<file path="src/rtl/led_pkg.sv">
// Shared widths, defaults and sequencing state type for the LED frame scheduler.
// Latency: none (declarations only).
// Backpressure: not applicable.
package led_pkg;
   localparam int WORD_W        = 12;
   localparam int ADDR_W        = 13;
   localparam int INDEX_W       = 10;
   localparam int FRAME_W       = 3;
   localparam int INDEX_MAX_DEF = 576;
   localparam int FRAMES_DEF    = 8;

   typedef enum logic {
      PLAY = 1'b0,
      HOLD = 1'b1
   } state_t;
endpackage

</file>
<file path="src/rtl/ram_arbiter.sv">
// Single-port RAM arbiter between the LED scan engine (default winner) and host writes.
// Latency: grants are combinational; scan data returns one cycle after a scan grant.
// Backpressure: scan_ready/wr_ready low when not granted; host forced through after STARVE_MAX waits.
module ram_arbiter
   import led_pkg::*;
#(
   parameter int INDEX_MAX  = INDEX_MAX_DEF,
   parameter int FRAMES     = FRAMES_DEF,
   parameter int STARVE_MAX = 15
)
(
   input  logic               clock,
   input  logic               reset,
   input  logic               scan_req,
   input  logic [INDEX_W-1:0] scan_index,
   input  logic [ADDR_W-1:0]  offset,
   output logic               scan_ready,
   output logic               scan_valid,
   output logic [WORD_W-1:0]  scan_data,
   input  logic               wr_valid,
   output logic               wr_ready,
   input  logic [ADDR_W-1:0]  wr_addr,
   input  logic [WORD_W-1:0]  wr_data,
   output logic               ram_we,
   output logic [ADDR_W-1:0]  ram_addr,
   output logic [WORD_W-1:0]  ram_wdata,
   input  logic [WORD_W-1:0]  ram_rdata
);
   localparam int STARVE_W = (STARVE_MAX > 0) ? $clog2(STARVE_MAX + 1) : 1;
   // One extra bit so a RAM that fills the whole address space still compares correctly.
   localparam logic [ADDR_W:0] ADDR_LIMIT = (ADDR_W + 1)'(INDEX_MAX * FRAMES);

   logic [STARVE_W-1:0] starve_cnt;
   logic                live_q;        // low for the first cycle after reset so a dropped write cannot resume
   logic                scan_valid_q;
   logic [WORD_W-1:0]   scan_data_q;
   logic                live;
   logic                host_pri;
   logic                host_gnt;
   logic                scan_gnt;
   logic                in_range;

   // Grant decision: scan by default, host when scan is idle or the host has waited too long.
   always_comb begin
      live     = live_q && !reset;
      host_pri = wr_valid && (!scan_req || (starve_cnt == STARVE_W'(STARVE_MAX)));
      host_gnt = live && host_pri;
      scan_gnt = live && scan_req && !host_pri;
      in_range = ({1'b0, wr_addr} < ADDR_LIMIT);
   end

   assign scan_ready = scan_gnt;
   assign wr_ready   = host_gnt;
   // Out-of-range host writes are still acknowledged but never reach the RAM.
   assign ram_we     = host_gnt && in_range;
   assign ram_addr   = host_gnt ? wr_addr : (offset + ADDR_W'(scan_index));
   assign ram_wdata  = wr_data;
   assign scan_valid = scan_valid_q;
   assign scan_data  = scan_valid_q ? ram_rdata : scan_data_q;

   // Starvation counter, read-return tracking and held scan data.
   always_ff @(posedge clock) begin
      if (reset) begin
         live_q       <= 1'b0;
         starve_cnt   <= '0;
         scan_valid_q <= 1'b0;
         scan_data_q  <= '0;
      end else begin
         live_q       <= 1'b1;
         scan_valid_q <= scan_gnt;
         scan_data_q  <= scan_data;
         if (!wr_valid || host_gnt)
            starve_cnt <= '0;
         else if (starve_cnt != STARVE_W'(STARVE_MAX))
            starve_cnt <= starve_cnt + 1'b1;
      end
   end
endmodule

</file>
<file path="src/rtl/frame_scheduler.sv">
// LED frame scheduler: frame sequencing (PLAY/HOLD) over a shared image RAM; FRAME_SCHED_DWELL_EN adds a per-frame dwell count.
// Latency: frame advance visible the cycle after frame_done; scan data one cycle after scan grant.
// Backpressure: scan_ready/wr_ready from the arbiter; host writes forced in after STARVE_MAX waiting cycles.
module frame_scheduler
   import led_pkg::*;
#(
   parameter int INDEX_MAX  = INDEX_MAX_DEF,
   parameter int FRAMES     = FRAMES_DEF,
`ifdef FRAME_SCHED_DWELL_EN
   parameter int DWELL      = 4,
`endif
   parameter int STARVE_MAX = 15
)
(
   input  logic               clock,
   input  logic               reset,
   input  logic               scan_req,
   input  logic [INDEX_W-1:0] scan_index,
   output logic               scan_ready,
   output logic               scan_valid,
   output logic [WORD_W-1:0]  scan_data,
   input  logic               frame_done,
   input  logic               freeze,
   input  logic               wr_valid,
   output logic               wr_ready,
   input  logic [ADDR_W-1:0]  wr_addr,
   input  logic [WORD_W-1:0]  wr_data,
   output logic               ram_we,
   output logic [ADDR_W-1:0]  ram_addr,
   output logic [WORD_W-1:0]  ram_wdata,
   input  logic [WORD_W-1:0]  ram_rdata,
   output logic [FRAME_W-1:0] frame_sel
);
   state_t             state;
   logic [ADDR_W-1:0]  offset;        // frame_sel*INDEX_MAX, kept by repeated addition
   logic               play_evt;
   logic               advance;

`ifdef FRAME_SCHED_DWELL_EN
   localparam int DWELL_W = (DWELL > 1) ? $clog2(DWELL) : 1;
   logic [DWELL_W-1:0] dwell_cnt;
`endif

   // A frame_done only counts in PLAY and when freeze is not rising with it.
   always_comb begin
      play_evt = (state == PLAY) && frame_done && !freeze;
`ifdef FRAME_SCHED_DWELL_EN
      advance  = play_evt && (dwell_cnt == DWELL_W'(DWELL - 1));
`else
      advance  = play_evt;
`endif
   end

   // Sequencing FSM with registered frame select, offset and dwell count.
   always_ff @(posedge clock) begin
      if (reset) begin
         state     <= PLAY;
         frame_sel <= '0;
         offset    <= '0;
`ifdef FRAME_SCHED_DWELL_EN
         dwell_cnt <= '0;
`endif
      end else begin
         case (state)
            PLAY:    if (freeze)  state <= HOLD;
            HOLD:    if (!freeze) state <= PLAY;
            default: state <= PLAY;
         endcase
         if (advance) begin
            if (frame_sel == FRAME_W'(FRAMES - 1)) begin
               frame_sel <= '0;
               offset    <= '0;
            end else begin
               frame_sel <= frame_sel + 1'b1;
               offset    <= offset + ADDR_W'(INDEX_MAX);
            end
         end
`ifdef FRAME_SCHED_DWELL_EN
         // Holding does not touch the count, so a partial dwell resumes after freeze drops.
         if (play_evt)
            dwell_cnt <= advance ? '0 : dwell_cnt + 1'b1;
`endif
      end
   end

   ram_arbiter #(
      .INDEX_MAX  (INDEX_MAX),
      .FRAMES     (FRAMES),
      .STARVE_MAX (STARVE_MAX)
   ) u_arb (
      .clock      (clock),
      .reset      (reset),
      .scan_req   (scan_req),
      .scan_index (scan_index),
      .offset     (offset),
      .scan_ready (scan_ready),
      .scan_valid (scan_valid),
      .scan_data  (scan_data),
      .wr_valid   (wr_valid),
      .wr_ready   (wr_ready),
      .wr_addr    (wr_addr),
      .wr_data    (wr_data),
      .ram_we     (ram_we),
      .ram_addr   (ram_addr),
      .ram_wdata  (ram_wdata),
      .ram_rdata  (ram_rdata)
   );
endmodule

</file>
<file path="config.mk">
export PLATFORM = sky130hd
export DESIGN_NAME = frame_scheduler
export DESIGN_NICKNAME = d
export VERILOG_FILES = /design/src/rtl/led_pkg.sv /design/src/rtl/ram_arbiter.sv /design/src/rtl/frame_scheduler.sv
export SDC_FILE = /design/constraint.sdc
export NUM_CORES = 1
export LEC_CHECK = 0
export CAP_MARGIN = 10
export CORE_MARGIN = 5
export CORE_UTILIZATION = 50
export CTS_CLUSTER_DIAMETER = 120
export CTS_CLUSTER_SIZE = 16
export DETAILED_ROUTE_END_ITERATION = 7
export DONT_BUFFER_PORTS = 1
export PLACE_DENSITY = 0.65
export RECOVER_POWER = 50
export REMOVE_ABC_BUFFERS = 1
export SYNTH_ARGS = -nofsm -noshare
export SYNTH_HDL_FRONTEND = slang
export SYNTH_HIERARCHICAL = 1
export SYNTH_SLANG_ARGS = --single-unit
</file>
<file path="constraint.sdc">
create_clock -name clock -period 2.95 [get_ports clock]
set_clock_uncertainty 0.1 [all_clocks]
set_input_delay 0.295 -clock clock [delete_from_list [all_inputs] [get_ports clock]]
set_output_delay 0.295 -clock clock [all_outputs]
set_load 0.01 [all_outputs]
</file>
# Word-level counts from Yosys, hierarchy flattened
# Index checks and enable logic that the tools add are counted.
# word_totals
reg_bits,35
input_bits,53
output_inout_bits,44
wordCells,38
# op_classes
add_sub_neg,4
order_cmp,1
n_eq_ne,3
muxes,6
bitwise_logic,1
n_reduce_logical,16
# ops
operator,n
13-bit two-way mux,2
13-bit by 10-bit adder with 13-bit output,1
13-bit by 10-bit adder with 13-bit output (second input constant),1
13-bit < comparator (second input constant),1
12-bit two-way mux,1
1-bit logical AND,8
1-bit zero test,5
4-bit by 1-bit adder with 4-bit output (second input constant),1
4-bit == test (second input constant),1
4-bit != test (second input constant),1
3-bit by 1-bit adder with 3-bit output (second input constant),1
3-bit == test (second input constant),1
3-bit two-way mux,1
1-bit logical OR,2
1-bit two-way mux,2
2-bit OR reduction,1
1-bit inverter,1

# Logic depth before layout (Yosys ltp)
# Gate-level depths: netlist of the first run.
# logic_depth
ltp_word,6
depth_mapped,7

# By module
# The synthesis of the first run kept the hierarchy.
# modules_own_cells
module,n_inst,cells_per_inst,area_per_inst_um2,seq_area_each_um2
ram_arbiter,1,171,1472.7,360.3
frame_scheduler,1,55,488.0,220.2

# Least setup slack after synthesis of the first run
# Ideal clock, no wire load.
# synth_timing
path_type,register to output
start,reg offset[7]
end,out ram_addr[12]
arrival_ns,1.879
path_slack_ns,0.676
stages_incl_launch_ff,7
n_path_buf,0
cell_sequence,dfxtp_1 ha_1 and3_1 a221o_1 o21bai_1 a311o_1 nand3_1
# synth_via
elab_chain_len,2
# synth_rtl
element,line_no,rtl
"start, declared",frame_scheduler.sv:35,logic [ADDR_W-1:0] offset;
"start signal, assigned",frame_scheduler.sv:75,offset <= offset + ADDR_W'(INDEX_MAX);
13-bit by 10-bit adder with 13-bit output,ram_arbiter.sv:56,assign ram_addr = host_gnt ? wr_addr : (offset + ADDR_W'(scan_index));
13-bit two-way mux,ram_arbiter.sv:56,
"end, declared",frame_scheduler.sv:29,"output logic [ADDR_W-1:0] ram_addr,"
# Every way passes these cells.

# Worst setup path after layout of the first run
# layout_timing
start,reg u_arb.starve_cnt[0]
end,out ram_addr[0]
# layout_via
elab_chain_len,5
# layout_rtl
element,line_no,rtl
"start, declared",ram_arbiter.sv:33,logic [STARVE_W-1:0] starve_cnt;
"start signal, assigned",ram_arbiter.sv:75,starve_cnt <= starve_cnt + 1'b1;
4-bit == test,ram_arbiter.sv:46,host_pri = wr_valid && (!scan_req || (starve_cnt == STARVE_W'(STARVE_MAX)));
1-bit logical OR,ram_arbiter.sv:46,
1-bit logical AND,ram_arbiter.sv:46,
1-bit logical AND,ram_arbiter.sv:47,host_gnt = live && host_pri;
13-bit two-way mux,ram_arbiter.sv:56,
# Every way passes these cells.

==> key figures, run 1 <==
STA
  • Worst slew margin: 49.1%
  • Fin Hold WS: 0.0180 ns
  • Slew Limit Fails: 0
  • Final setup margin: 0.232 ns
  • Final Hold Fails: 0
  • Setup TNS: 0 ns
  • Unrepaired setup endpoints after global routing: false
  • Top achievable clock speed: 0.368 GHz
  • Setup violations, final: 0
  • Post-route clock period utilization: 92.1%
  • Slew at the pin closest to its max-slew limit: 0.762 ns
  • Final min period: 2.72 ns

Detailed routing
  • Initial DRC Count: 58
  • Drt drc: 0
  • Vias per inst: 5.70
  • Antenna viol nets, final: 0
  • Avg WL per Cell: 14.9 um
  • Routed vias: about 1600
  • Routed wire length: roughly 4200 um
  • DRT Pass-1 Iters: 4

Floorplan
  • Die area: 0.00527 sq mm
  • Chip Height: roughly 73 um
  • Initial Utilization: 52.4%
  • DIE WIDTH: 72.6 um
  • IO Pins: between 90 and 100
  • Core Region: 0.00374 sq mm
  • Row count: 22

Setup path
  • Critical path data arrival time: 2.32 ns
  • CP Data Required Time: between 2 and 3 ns
  • FF-to-FF Start: state
  • Worst setup EP type: output port
  • Setup crit start kind: flop
  • WS Path Type: flop to output port
  • Critical Path Source: u_arb/starve_cnt[0]
  • CP Max Fanout: 17

Place
  • Pre-CTS setup slack: 0.498 ns
  • Count of input and output buffers: 0
  • Final Wtd Congestion: 0.746
  • Area after DPL: 0.00198 sq mm
  • Dpl hpwl: 3250 um

CTS
  • Worst-skew pair later-pin latency: 0.28 ns
  • H-tree depth: 2
  • Clock buffer count from CTS: 5
  • Clock Pin Slew Worst Setup and Hold Paths: 0.06 ns
  • Max clock buf depth: 2
  • Postcts setup bufs: 0
  • CTS sink count: 29
  • CTS tree: built
  • Clk root buf: clkbuf_8

Finish
  • Commonest non-fill, non-tap cells in the layout: dfxtp_1, nand2_1, a21oi_1
  • Fraction of layout cells with a size suffix above 1: 11.3%
  • Finished Cell Area: around 0.0021 sq mm
  • Fillers: 389
  • Final-stage net count: 298
  • Diodes inserted: 0
  • P&R area growth vs syn: 5.55%
  • Commonest non-fill, non-tap cell in the layout: dfxtp_1

Synthesis
  • Asr flop ratio synth: 0%
  • EDFF count, synth: 0
  • Synth warn: 6
  • Mapped cell area: 0.00196 sq mm
  • FF+latch count, synth: 29
  • Synth Instances: ~230
  • Yosys top cell area share: 29.6%
  • Post-synthesis sequential area ratio: 29.6%
  • Main area contributors after synthesis: dfxtp_1, ha_1, mux2_2
  • Syn avg cell area: 8.68 sq um
  • Synth cell types: 46
  • Main synth FF type: dfxtp_1
  • Synth area leader: dfxtp_1

Pwr
  • Share of power burned in combinational logic: roughly 22%
  • Clk network pwr share: approximately 33%
  • Psw: ~260 uW
  • Sequential share of power: between 40% and 50%
  • P_leak: slightly below 0.0009 uW
  • Switching share of power: 28.0%
  • Largest vdd supply drop: 0.345 mV
  • Int Power: 665 uW
  • PwrDens: 446 mW/mm^2

Global route
  • GRT Residual Overflow: 0
  • Initial antenna violation count: 0
  • GRT Total Usage: 16.5%
  • Largest net degree at the start of global routing: 18
  • Vias in the first global route: 1529
  • First-pass GRT wire length: 6800 um

Worst hold path
  • Worst Hold Class: primary input to flop
  • HP Start: wr_valid

Run status
  • Status: completed

Run
  • Max-Cap Viols: 0
-- worst paths after layout --
check / end / slack [ns] / cells past startpoint
worst max-delay path: ram_addr[0] / 0.23 / 5
worst min-delay path: u_arb/scan_valid / 0.02 / 1
worst max register to register: offset[6] / 1.30 / 3
worst min register to register: u_arb/scan_valid / 0.38 / 2
-- metal layers --
layer  track usage (%)  up-vias  share of wire (%)
li1                  -      798                  -
met1              17.4      714                 40
met2              27.3       73                 45
met3              9.23        5                 13
met4              6.76        0                1.4
met5                 0        -                  0
-- synthesized netlist by cell type (2+ instances only) --
cell,n
nor2b_1,2
xnor2_1,7
inv_1,7
nand2_1,19
a31oi_1,4
a21o_1,5
dfxtp_1,29
and2_1,14
clkbuf_1,3
nor3_1,4
mux2_2,14
and3_1,4
xor2_1,2
buf_4,12
or4_1,2
ha_1,14
buf_2,2
o31ai_1,5
a211oi_1,5
nand3_1,5
or3_1,4
a221o_1,2
o21bai_1,2
a21oi_1,18
nor2_1,10
o21ai_0,11
-- state kept, by name, summed over array words and instances (netlist names) --
signal and count:
state 1, u_arb/starve_cnt 4, frame_sel 3, u_arb/scan_data_q 12, u_arb/live_q 1, u_arb/scan_valid 1
offset 7
-- cells by family after synthesis --
family | Yosys count | synth area share (%)
and+or+nand+nor | 73 | 20.0
AOI/OAI and AO/OA | 58 | 19.8
DFF | 29 | 29.6
buffers and inverters | 26 | 7.79
adders and majority gates | 15 | 9.96
muxes | 15 | 8.55
xor gates and xnor gates | 9 | 4.02
other | 1 | 0.191
-- power groups by stage --
stage	Sequential (uW)	Combinational, uW	Clock, uW
after floorplan	423	149	0
after global placement	425	195	0
after detailed placement	426	198	0
after CTS	417	200	320
after global routing	419	223	340
final	417	199	307
-- stage by stage --
step	total power [uW]	std cells	utilization, %
detailed placement	624	270	53.0
global placement	621	270	53.0
CTS	938	279	55.4
finish	922	279	55.3
floorplan	571	213	-
global route	982	279	55.3
-- cell type report --
cell class	instances	area (sq um)	area share [%]
timing repair buffer	10	77.6	3.75
tap	48	60.1	2.90
inverter	7	26.3	1.27
sequential	29	581	28.1
multi-input combinational	177	1240	60.2
clock buffer	8	80.1	3.87
-- worst max-delay path, stage by stage (launching register included) --
cell and delay (ns):
dfxtp_1 0.39, ha_1 0.26, nand3_2 0.15, a2111oi_4 0.53, buf_4 0.32, mux2_2 0.39
-- what timing repair did --
item                                   in CTS  in global routing
hold buffers                                1                  0
resized for setup                           0                  0
endpoints found under the hold margin       3                  0
setup endpoints to repair                   0                  3
Power figures use the tool's default switching activity.
==> run 2, diff against run 1 <==
CAP_MARGIN = 0   (was 10)
==> results of run 2 <==
Same layout as run 1: the final DEF is identical, and so are final timing and power.
